--- config.mk ---
export PLATFORM = sky130hd
export DESIGN_NAME = ex_commit_stage
export DESIGN_NICKNAME = d
export VERILOG_FILES = /design/src/rtl/ex_pkg.sv /design/src/rtl/ex_skid_buf.sv /design/src/rtl/ex_commit_stage.sv
export SDC_FILE = /design/constraint.sdc
export NUM_CORES = 1
export LEC_CHECK = 0
export CAP_MARGIN = 15
export CORE_AREA = 3 3 101 142
export DETAILED_ROUTE_END_ITERATION = 8
export DIE_AREA = 0 0 104 145
export GPL_ROUTABILITY_DRIVEN = 0
export PLACE_DENSITY_LB_ADDON = 0.2
export SLEW_MARGIN = 10
export SYNTH_ARGS = -nofsm -noshare
export SYNTH_HDL_FRONTEND = slang
export SYNTH_SLANG_ARGS = --single-unit
--- constraint.sdc ---
create_clock -name clk -period 2.7 [get_ports clk]
set_input_delay 0.405 -clock clk [delete_from_list [all_inputs] [get_ports clk]]
set_output_delay 0.405 -clock clk [all_outputs]
set_load 0.02 [all_outputs]
--- src/rtl/ex_pkg.sv ---
// Shared types for the execute commit stage: condition codes, flag bit positions, buffered entry.
package ex_pkg;

  localparam int ENT_DATA_W = 32;
  localparam int ENT_RD_W   = 4;

  // Bit positions inside the {N,Z,C,V} flags register
  localparam int FLAG_N = 3;
  localparam int FLAG_Z = 2;
  localparam int FLAG_C = 1;
  localparam int FLAG_V = 0;

  typedef enum logic [3:0] {
    COND_AL = 4'd0,
    COND_EQ = 4'd1,
    COND_NE = 4'd2,
    COND_LT = 4'd3,
    COND_GE = 4'd4,
    COND_GT = 4'd5,
    COND_LE = 4'd6,
    COND_CS = 4'd7,
    COND_CC = 4'd8
  } cond_e;

  typedef struct packed {
    logic [ENT_DATA_W-1:0] result;
    logic [ENT_RD_W-1:0]   rd;
    logic                  wr_en;
    logic                  is_store;
    logic [ENT_DATA_W-1:0] store_data;
  } ex_entry_t;

endpackage

--- src/rtl/ex_skid_buf.sv ---
// Two-entry skid buffer (head + skid register), 1-cycle latency, strict FIFO order.
// push_ready is ~skid_full straight from a flop, so it never depends on pop_ready.
module ex_skid_buf
  import ex_pkg::*;
(
  input  logic      clk,
  input  logic      rst_n,
  input  logic      flush,
  input  logic      push_valid,
  input  ex_entry_t push_data,
  output logic      push_ready,
  output logic      pop_valid,
  input  logic      pop_ready,
  output ex_entry_t pop_data
);

  logic      main_vld;
  logic      skid_vld;
  ex_entry_t main_q;
  ex_entry_t skid_q;
  logic      push_ok;
  logic      head_free;

  assign push_ok   = push_valid & ~skid_vld;
  assign head_free = ~main_vld | pop_ready;

  always_ff @(posedge clk) begin
    if (!rst_n) begin
      main_vld <= 1'b0;
      skid_vld <= 1'b0;
      main_q   <= '0;
      skid_q   <= '0;
    end else if (flush) begin
      main_vld <= 1'b0;
      skid_vld <= 1'b0;
    end else if (head_free) begin
      // The skid entry is older than anything arriving, so it refills the head first
      if (skid_vld) begin
        main_q   <= skid_q;
        main_vld <= 1'b1;
        skid_vld <= 1'b0;
      end else if (push_ok) begin
        main_q   <= push_data;
        main_vld <= 1'b1;
      end else begin
        main_vld <= 1'b0;
      end
    end else if (push_ok) begin
      skid_q   <= push_data;
      skid_vld <= 1'b1;
    end
  end

  assign push_ready = ~skid_vld;
  assign pop_valid  = main_vld;
  assign pop_data   = main_q;

endmodule

--- src/rtl/ex_commit_stage.sv ---
// Post-ALU commit stage: owns the flags register, drops condition-failed instructions,
// and forwards survivors through a 2-entry skid buffer (1-cycle latency, registered in_ready).
module ex_commit_stage
  import ex_pkg::*;
#(
  parameter int DATA_W = ENT_DATA_W,
  parameter int RD_W   = ENT_RD_W
) (
  input  logic              clk,
  input  logic              rst_n,
  input  logic              in_valid,
  output logic              in_ready,
  input  logic [DATA_W-1:0] alu_result,
  input  logic              alu_z,
  input  logic              alu_n,
  input  logic              alu_v,
  input  logic              alu_c,
  input  logic [3:0]        cond,
  input  logic              set_flags,
  input  logic [RD_W-1:0]   rd_addr,
  input  logic              wr_en,
  input  logic              is_store,
  input  logic [DATA_W-1:0] store_data,
  input  logic              flush,
  output logic              out_valid,
  input  logic              out_ready,
  output logic [DATA_W-1:0] out_result,
  output logic [RD_W-1:0]   out_rd,
  output logic              out_wr_en,
  output logic              out_is_store,
  output logic [DATA_W-1:0] out_store_data,
  output logic [3:0]        flags_q
);

  logic      cond_pass;
  logic      push;
  logic      f_n, f_z, f_c, f_v;
  ex_entry_t in_ent;
  ex_entry_t out_ent;

  assign f_n = flags_q[FLAG_N];
  assign f_z = flags_q[FLAG_Z];
  assign f_c = flags_q[FLAG_C];
  assign f_v = flags_q[FLAG_V];

  always_comb begin
    cond_pass = 1'b0;
    case (cond_e'(cond))
      COND_AL: cond_pass = 1'b1;
      COND_EQ: cond_pass = f_z;
      COND_NE: cond_pass = ~f_z;
      COND_LT: cond_pass = f_n ^ f_v;
      COND_GE: cond_pass = ~(f_n ^ f_v);
      COND_GT: cond_pass = ~f_z & ~(f_n ^ f_v);
      COND_LE: cond_pass = f_z | (f_n ^ f_v);
      COND_CS: cond_pass = f_c;
      COND_CC: cond_pass = ~f_c;
      default: cond_pass = 1'b0;
    endcase
  end

  // Failed instructions are still consumed (accepted) but never enqueued
  assign push = in_valid & in_ready & ~flush & cond_pass;

  always_ff @(posedge clk) begin
    if (!rst_n)
      flags_q <= 4'b0000;
    else if (push && set_flags)
      flags_q <= {alu_n, alu_z, alu_c, alu_v};
  end

  always_comb begin
    in_ent            = '0;
    in_ent.result     = alu_result;
    in_ent.rd         = rd_addr;
    in_ent.wr_en      = wr_en;
    in_ent.is_store   = is_store;
    in_ent.store_data = store_data;
  end

  ex_skid_buf u_skid (
    .clk        (clk),
    .rst_n      (rst_n),
    .flush      (flush),
    .push_valid (push),
    .push_data  (in_ent),
    .push_ready (in_ready),
    .pop_valid  (out_valid),
    .pop_ready  (out_ready),
    .pop_data   (out_ent)
  );

  assign out_result     = out_ent.result;
  assign out_rd         = out_ent.rd;
  assign out_wr_en      = out_ent.wr_en;
  assign out_is_store   = out_ent.is_store;
  assign out_store_data = out_ent.store_data;

endmodule

==> results of run 1 <==
[area by class of cell]
type	instances	area share, %
tap	182	2.56
multi-input combinational	456	36.7
clock buffer	20	5.03
clock inverter	12	2.28
inverter	2	0.0845
sequential	146	32.9
timing repair buffer	178	20.4
[synthesized netlist by cell type]
| master | count |
|---|---|
| nand2_1 | 219 |
| a211o_1 | 1 |
| and3_1 | 1 |
| nor2b_1 | 1 |
| inv_1 | 2 |
| mux2_1 | 1 |
| a21oi_1 | 2 |
| and4bb_2 | 1 |
| a2111oi_4 | 1 |
| nor2_1 | 2 |
| o21ai_0 | 1 |
| xor2_1 | 2 |
| buf_4 | 7 |
| o221a_1 | 70 |
| nor3_1 | 1 |
| dfxtp_1 | 146 |
| nor3b_1 | 1 |
| a41o_1 | 1 |
| nor4_1 | 1 |
| a211oi_2 | 1 |
| nand2b_1 | 2 |
| o211ai_1 | 1 |
| mux2i_1 | 144 |
| nor3_2 | 1 |
| buf_1 | 2 |
| buf_2 | 8 |
| clkbuf_1 | 45 |
| and4_1 | 1 |
[registers in the layout, indices dropped and copies added (netlist names)]
register	flops
flags_q	4
u_skid.pop_data	70
u_skid.pop_valid	1
u_skid.skid_q	70
u_skid.skid_vld	1
[stage by stage]
step	util [%]	setup slack (ns)	cell area [um2]	hold slack, ns	std cells
after floorplan	-	0.696	6440	0.434	666
after global placement	62.1	0.130	8230	0.441	964
after detailed placement	62.1	0.0644	8230	0.447	964
after CTS	67.0	0.243	8880	0.458	996
after global routing	67.0	0.155	8880	0.474	996
final	67.0	0.266	8880	0.455	996
[logic make-up after synthesis]
kind of cell / count (synthesis)
buf+inv: 64
compound gates: 78
mux: 145
xor+xnor: 2
simple gates: 231
flops: 146
[worst reg2reg max path, cell delays in order, from the launching register on]
cell and delay (ns):
dfxtp_1 0.36, nor3b_1 0.25, a211oi_2 0.08, buf_4 0.15
a2111oi_4 0.46, buf_4 0.22, buf_12 0.21, o221a_1 0.25
[cell usage in the layout, fill, tap and decap left out, types with 2 or more instances in the layout]
cell	n
inv_6	2
clkinv_4	2
mux2i_1	144
nand2b_1	2
clkdlybuf4s50_1	158
clkinv_2	2
clkbuf_16	17
clkbuf_1	2
inv_1	2
o221a_1	70
nand2_1	219
buf_4	13
xor2_1	2
a21oi_1	2
dfxtp_1	145
buf_12	6
bufinv_16	5
[worst paths after layout]
path / endpoint / slack, ns / from
setup / recovery: in_ready / 0.27 / u_skid.skid_vld$_SDFFE_PP0P_
setup reg to reg: u_skid.pop_data[49]$_SDFFE_PN0P_ / 0.65 / flags_q[2]$_SDFFE_PN0P_
hold reg to reg: u_skid.skid_q[46]$_SDFFE_PN0P_ / 0.46 / u_skid.skid_q[46]$_SDFFE_PN0P_
hold / removal: u_skid.skid_q[46]$_SDFFE_PN0P_ / 0.46 / u_skid.skid_q[46]$_SDFFE_PN0P_
[routing by layer]
layer	up-vias	wire length, um	GRT usage [%]
met5	-	0	0
met4	0	255	8.12
met3	20	891	4.85
met2	148	8170	38.1
met1	2572	6850	25.2
li1	2623	-	-
[power by group]
part / leakage (nW) / switching, mW / internal, mW
clock network: 0.315 / 0.901 / 1.67
registers: 1.18 / 0.0394 / 2.21
logic: 1.53 / 0.318 / 0.323
total: 3.02 / 1.26 / 4.21
==> impl_metrics.toml, run 1 <==
[outcome]
status = "completed"

[final_layout]
drive_above_1_share_pct = 6.88
fillers = 1089
regArea_mm2 = 0.00293
fin_nets = 885
antenna_cells = 0
area_growth_pct = 37.9
multi_input_area_mm2 = 0.00326

[yosys]
synth_largest_area_cell = "dfxtp_1"
postSynthCellCount = 666
syn_nets = 750
synthSimpleGateAreaFrac_pct = 14.0
ys_warn_count = 0
synth_top_family_by_area = "multiplexers"
syn_avg_cell_area_um2 = 9.68
ys_seq_area_share_pct = 45.4
synthAdderAreaFrac_pct = 0
ys_top_cells_by_area = "dfxtp_1, mux2i_1, nand2_1"
synth.cell_area_mm2 = 0.00644
synth.top_cell.area_share_pct = 45.4
synth-compound-area-share_pct = 13.5
synth_cell_types = 28
synth_seq_cells = 146
muxShareOfSynthArea_pct = 22.5
synth_xor_area_share_pct = 0.272

[cts]
cts_resized = 0
cts.sinks = 146
h-tree-depth = 4
clk_pin_slew_ns = 0.06
worstSkewPairLatency_ns = 0.41
cts_hold_buf = 0
cts_setup_buffers = 0
cts-buffers-inserted = 17
cts-root-buf = "clkbuf_16"
cts_max_path_buffers = 2
cts_tree = "built"

[die]
ios = 160
die_h_um = 145
die_x_um = 104
initial_utilization_pct = 48.6
fp.coreArea_mm2 = 0.0133
num_rows = 50
die-area_mm2 = 0.0151

[timing]
final_hold_viol_count = 0
finalSetupTns_ns = 0
fmax_mhz = 411
rsz0062_at_grt = "no"
finalCritPeriodShare_pct = 90.1
worstMarginPinSlew_ns = 0.629
skew_ns = 0.0110
finalMaxSlewViolations = 0
slew_headroom_pct = 57.6
finalSetupViolCount = 0
min_period_ns = 2.43

[run]
drv_cap = 0

[global_route]
antenna_found_initial = 0
grt_pass1_vias = 5333
grt_overflow = 0
grt_pass1_wl_um = 26500
grt_max_degree = 85
track_usage_pct = 21.5

[critical_path]
cp_slowest_cell = "dfxtp_4"
critPathTopFamily = "buffers and inverters"
max_stage_delay_ns = 0.62
worst-path-buf-inv = 3
path_max_fanout = 24
worstPathRequired_ns = 2.30
cp_data_arrival_time_ns = 2.03
cp.depth = 3
start_kind = "flip-flop"
worstSetupPathType = "flip-flop to output port"
end_kind = "output port"
rr_worst_depth = 7
crit_chain = "buf_4 > inv_1 > clkdlybuf4s50_1"

[route]
drtIter0Drc = 276
avgViaCountPerCell = 5.38
drc_errors = 0
ant_nets = 0
wl_um = 16200
wl_per_cell_um = 16.2
vias = 5363
drtPass1Iterations = 5

[power_and_ir_drop]
ir_drop_mv = 0.349
total_power_mw = 5.47
powerDensity_mw_per_mm2 = 615
p_leak_nw = 3.02

[hold_path]
hp-class = "flip-flop to flip-flop"
hold_depth = 2

[placement]
io_buffers = 159
hpwl_um = 11000
(Power assumes the default switching activity.)
==> run 2, diff against run 1 <==
--- a/config.mk
+++ b/config.mk
@@ -6,10 +6,13 @@
 export NUM_CORES = 1
 export LEC_CHECK = 0
 export CAP_MARGIN = 15
-export CORE_AREA = 3 3 101 142
+export CORE_AREA = 3 3 100 141
+export CTS_BUF_LIST = sky130_fd_sc_hd__clkbuf_2 sky130_fd_sc_hd__clkbuf_4 sky130_fd_sc_hd__clkbuf_8
+export CTS_CLUSTER_DIAMETER = 100
 export DETAILED_ROUTE_END_ITERATION = 8
-export DIE_AREA = 0 0 104 145
+export DIE_AREA = 0 0 103 144
 export GPL_ROUTABILITY_DRIVEN = 0
+export GPL_TIMING_DRIVEN = 0
 export PLACE_DENSITY_LB_ADDON = 0.2
 export SLEW_MARGIN = 10
 export SYNTH_ARGS = -nofsm -noshare
==> run 2 against run 1 <==
Compared with the run above: power fell by 13%; combinational power barely moved; utilization rose by 0.32 points; largest power group is now sequential cells.
==> impl_metrics.toml, run 2 (synthesis results as in run 1) <==
[outcome]
status = "completed"

[critical_path]
r2r_start = "u_skid.skid_vld$_SDFFE_PP0P_"
start_kind = "input pin"
cp_slowest_cell = "clkdlybuf4s50_1"
end_kind = "flip-flop"
crit_chain = "clkdlybuf4s50_1 > mux2_1 > a211oi_2 > a211o_1 > and4bb_2 > buf_2 > buf_4 > mux2i_1"
rr_worst_depth = 6
worstPathRequired_ns = 3.07
cp_data_arrival_time_ns = 2.91
critPathTopFamily = "buffers and inverters"
max_stage_delay_ns = 0.60
r2r_setup_slack_ns = 0.31
worstSetupPathType = "input pin to flip-flop"
path_max_fanout = 10
timing.rr.end = "u_skid.pop_data[3]$_SDFFE_PN0P_"
worst-path-buf-inv = 3

[timing]
finalSetupViolCount = 0
finalSetupTns_ns = 0
final_hold_viol_count = 0
skew_ns = 0.0138
slew_headroom_pct = 44.0
fmax_mhz = 394
worstMarginPinSlew_ns = 0.840
rsz0062_at_grt = "no"
min_period_ns = 2.54
finalCritPeriodShare_pct = 94.0
finalMaxSlewViolations = 0

[placement]
io_buffers = 158
dp_cells = 977
dpl-instance-area_mm2 = 0.00822
hpwl_um = 13100

[cts]
cts.sinks = 146
cts_setup_buffers = 0
worstSkewPairLatency_ns = 0.45
cts-root-buf = "clkbuf_8"
clk_pin_slew_ns = 0.08
cts_tree = "built"
cts_max_path_buffers = 2
h-tree-depth = 4
cts-buffers-inserted = 17

[die]
initial_utilization_pct = 50.0
die_h_um = 144
num_rows = 49
fp.coreArea_mm2 = 0.0129
ios = 160
die_x_um = 103
die-area_mm2 = 0.0148

[route]
vias = 5585
ant_nets = 0
wl_um = 17500
drtIter0Drc = 147
drtPass1Iterations = 4
avgViaCountPerCell = 5.54
wl_per_cell_um = 17.4
drc_errors = 0

[global_route]
grt_pass1_vias = 5705
grt_max_degree = 17
grt_overflow = 0
grt_pass1_wl_um = 27500
track_usage_pct = 23.7
antenna_found_initial = 0

[hold_path]
hold_start = "rst_n"
holdPathEnd = "u_skid.skid_q[33]$_SDFFE_PN0P_"
hold_depth = 3
hp-class = "input pin to flip-flop"

[final_layout]
final_common_cell = "nand2_1"
area_growth_pct = 34.5
final_cell_mix = "nand2_1, clkdlybuf4s50_1, dfxtp_1, mux2i_1, o221a_1"
stdcell_area_mm2 = 0.00866
drive_above_1_share_pct = 6.31
final_cells = 1009
antenna_cells = 0
fin_nets = 927

[run]
drv_cap = 0

[power_and_ir_drop]
ir_drop_mv = 0.397
p_leak_nw = 2.93
powerDensity_mw_per_mm2 = 548
## run 2: worst max-delay path by stage
stage | startpoint | end | slack, ns | cells after the start
3_5_place_dp | cond[2] | u_skid.pop_data[64]$_SDFFE_PN0P_ | -0.46 | 7
4_1_cts | u_skid.skid_vld$_SDFFE_PP0P_ | in_ready | 0.08 | 4
5_1_grt | cond[0] | u_skid.pop_data[4]$_SDFFE_PN0P_ | 0.04 | 7
2_1_floorplan | cond[2] | u_skid.skid_q[0]$_SDFFE_PN0P_ | 0.70 | 7
3_3_place_gp | cond[2] | u_skid.pop_data[7]$_SDFFE_PN0P_ | -0.36 | 7
6_report | cond[2] | u_skid.skid_q[0]$_SDFFE_PN0P_ | 0.16 | 8
## run 2: worst min-delay path, delay by kind of cell
kind	cells	cell delay, ns
mux	1	0.06
buf+inv	1	0.24
simple gates	1	0.14
## run 2: what timing repair did
| action | CTS | global route |
|---|---|---|
| resized for setup | 3 | 2 |
| endpoints found under the setup margin | 45 | 4 |
| pin swaps | 0 | 0 |
| hold buffers | 0 | 0 |
## run 2: per-layer routing
layer  GRT usage [%]  share of wire (%)  up-vias
li1                -                  -     2706
met5               0                  0        -
met2            41.2                 51      172
met3            6.56                6.3       31
met1            27.3                 40     2676
met4            9.00                2.3        0
## run 2: through the flow
stage | total power [mW] | setup slack (ns) | hold WS (ns) | util [%]
finish | 4.75 | 0.162 | 0.442 | 67.3
global route | 4.93 | 0.0359 | 0.455 | 67.3
CTS | 4.78 | 0.0849 | 0.431 | 67.3
detailed placement | 2.94 | -0.458 | 0.446 | 63.8
global placement | 2.92 | -0.364 | 0.441 | 63.8
floorplan | 2.60 | 0.696 | 0.434 | -
## run 2: area by class of cell
cell class | count | area [um2]
Fill cell | 1071 | 4210
Multi-Input combinational cell | 456 | 3250
Sequential cell | 146 | 2920
Timing Repair Buffer | 158 | 1580
Buffer | 62 | 274
Clock buffer | 19 | 262
Tap cell | 153 | 191
Clock inverter | 13 | 173
Inverter | 2 | 7.51
## run 2: power by group
part / switching, mW / internal (mW)
clock network: 0.882 / 0.977
logic: 0.330 / 0.313
registers: 0.0371 / 2.21
total: 1.25 / 3.50
==> run 3, diff against run 2 <==
--- a/config.mk
+++ b/config.mk
@@ -6,11 +6,11 @@
 export NUM_CORES = 1
 export LEC_CHECK = 0
 export CAP_MARGIN = 15
-export CORE_AREA = 3 3 100 141
+export CORE_AREA = 2 2 99 140
 export CTS_BUF_LIST = sky130_fd_sc_hd__clkbuf_2 sky130_fd_sc_hd__clkbuf_4 sky130_fd_sc_hd__clkbuf_8
 export CTS_CLUSTER_DIAMETER = 100
 export DETAILED_ROUTE_END_ITERATION = 8
-export DIE_AREA = 0 0 103 144
+export DIE_AREA = 0 0 101 142
 export GPL_ROUTABILITY_DRIVEN = 0
 export GPL_TIMING_DRIVEN = 0
 export PLACE_DENSITY_LB_ADDON = 0.2
==> run 3 against run 2 <==
Compared with the run above: global-route usage is 0.68 points higher; register-to-register slack barely moved; cell area about the same; sequential share of layout area hardly changed; critical path depth is 4 lower; via count is 0.90% lower; utilization is 1.4 points lower; highest routed layer unchanged.
==> impl_metrics.toml, run 3 (synthesis results as in run 1) <==
[outcome]
status = "completed"

[final_layout]
final_common_cell = "nand2_1"
final_util_pct = 65.9
drive_above_1_share_pct = 6.09
fin_nets = 927
final_cell_mix = "nand2_1, clkdlybuf4s50_1, dfxtp_1, mux2i_1, o221a_1"
multi_input_area_mm2 = 0.00325
area_growth_pct = 34.4
fillers = 1083
antenna_cells = 0
stdcell_area_mm2 = 0.00866
regArea_mm2 = 0.00292

[run]
drv_cap = 0

[placement]
dp_slack_ns = -0.464
io_buffers = 158
hpwl_um = 13100
dpl-instance-area_mm2 = 0.00822

[power_and_ir_drop]
p_leak_nw = 2.94
powerDensity_mw_per_mm2 = 549
ir_drop_mv = 0.320

[critical_path]
max_stage_delay_ns = 0.54
r2r_start = "u_skid.skid_vld$_SDFFE_PP0P_"
end_kind = "output port"
start_kind = "flip-flop"
cp_slowest_cell = "clkdlybuf4s50_1"
rr_worst_depth = 6
timing.rr.end = "u_skid.pop_data[5]$_SDFFE_PN0P_"
worstSetupPathType = "flip-flop to output port"
path_max_fanout = 10
crit_chain = "clkbuf_2 > clkbuf_4 > inv_1 > clkdlybuf4s50_1"
r2r_setup_slack_ns = 0.30
cp_data_arrival_time_ns = 2.15
worstPathRequired_ns = 2.30

[global_route]
grt_busiest_layer = "met2"
grt_max_degree = 17
use_met2_pct = 44.0
met1_usage_pct = 26.8
grt_overflow = 0
grt_pass1_wl_um = 27500
track_usage_pct = 24.3
antenna_found_initial = 0
gr-usage-met3_pct = 6.93
grt_pass1_vias = 5669

[die]
fp.coreArea_mm2 = 0.0131
die-area_mm2 = 0.0143
num_rows = 50
ios = 160
die_x_um = 101
initial_utilization_pct = 49.0
die_h_um = 142

[hold_path]
hold_depth = 3
holdPathEnd = "u_skid.skid_q[37]$_SDFFE_PN0P_"
hold_start = "rst_n"
hp-class = "input pin to flip-flop"

[route]
drc_errors = 0
wl_per_cell_um = 17.3
drtPass1Iterations = 7
wl_um = 17500
avgViaCountPerCell = 5.48
drtIter0Drc = 191
ant_nets = 0
vias = 5535

[cts]
cts_tree = "built"
cts_max_path_buffers = 2
clk_pin_slew_ns = 0.07
h-tree-depth = 4
worstSkewPairLatency_ns = 0.44
cts.sinks = 146
cts-buffers-inserted = 17
cts-root-buf = "clkbuf_8"

[timing]
final_hold_viol_count = 0
rsz0062_at_grt = "no"
fmax_mhz = 391
holdWs_ns = 0.452
worstMarginPinSlew_ns = 0.867
finalSetupViolCount = 0
finalCritPeriodShare_pct = 94.6
skew_ns = 0.0144
min_period_ns = 2.55
worst_slack_ns = 0.146
finalMaxSlewViolations = 0
finalSetupTns_ns = 0
slew_headroom_pct = 42.2
run 3: cell count changes in the layout (fill, tap and decap cells not counted), sizes merged:
cell      previous run  this run
clkinv               2         4
clkbuf              65        64
bufinv               3         4
clkinvlp             4         2
inv                  6         4
run 3: through the flow:
stage / power [mW] / std cells
after global placement: 2.92 / 980
final: 4.75 / 1010
after CTS: 4.78 / 1010
after detailed placement: 2.94 / 980
after floorplan: 2.60 / 666
after global routing: 4.92 / 1010
run 3: power breakdown:
| part | switching [mW] | internal [mW] |
|---|---|---|
| logic | 0.328 | 0.313 |
| registers | 0.0370 | 2.21 |
| clock network | 0.846 | 1.01 |
| total | 1.21 | 3.54 |
run 3: worst max-delay path by stage:
stage | start | endpoint | slack [ns] | cells past startpoint
floorplan | cond[2] | u_skid.skid_q[0]$_SDFFE_PN0P_ | 0.70 | 7
global placement | cond[2] | u_skid.pop_data[11]$_SDFFE_PN0P_ | -0.37 | 7
detailed placement | cond[2] | u_skid.pop_data[9]$_SDFFE_PN0P_ | -0.46 | 7
CTS | u_skid.skid_vld$_SDFFE_PP0P_ | in_ready | 0.09 | 4
global route | cond[2] | u_skid.skid_q[64]$_SDFFE_PN0P_ | 0.05 | 8
finish | u_skid.skid_vld$_SDFFE_PP0P_ | in_ready | 0.15 | 4
run 3: final cells by class:
class                           count  share of cell area [%]
Inverter                            2                  0.0867
Tap cell                          156                    2.25
Multi-Input combinational cell    456                    37.6
Buffer                             62                    3.16
Clock buffer                       18                    2.79
Clock inverter                     12                    2.12
Sequential cell                   146                    33.8
Timing Repair Buffer              158                    18.3
run 3: critical path, delay by kind of cell (launching register included):
kind	cells	cell delay [ns]
DFF	1	0.43
buffers and inverters	4	1.30
run 3: repair_timing:
item	4_1_cts	5_1_grt
setup endpoints to repair	63	4
gates resized for setup	3	2
buffers inserted	0	0
hold buffers	0	0
run 3: per-layer routing:
layer	up-vias	wire, um	share of wire (%)
met5	-	0	0
met4	0	248	1.4
met3	19	1060	6.0
met2	160	9140	52
met1	2654	7050	40
li1	2702	-	-
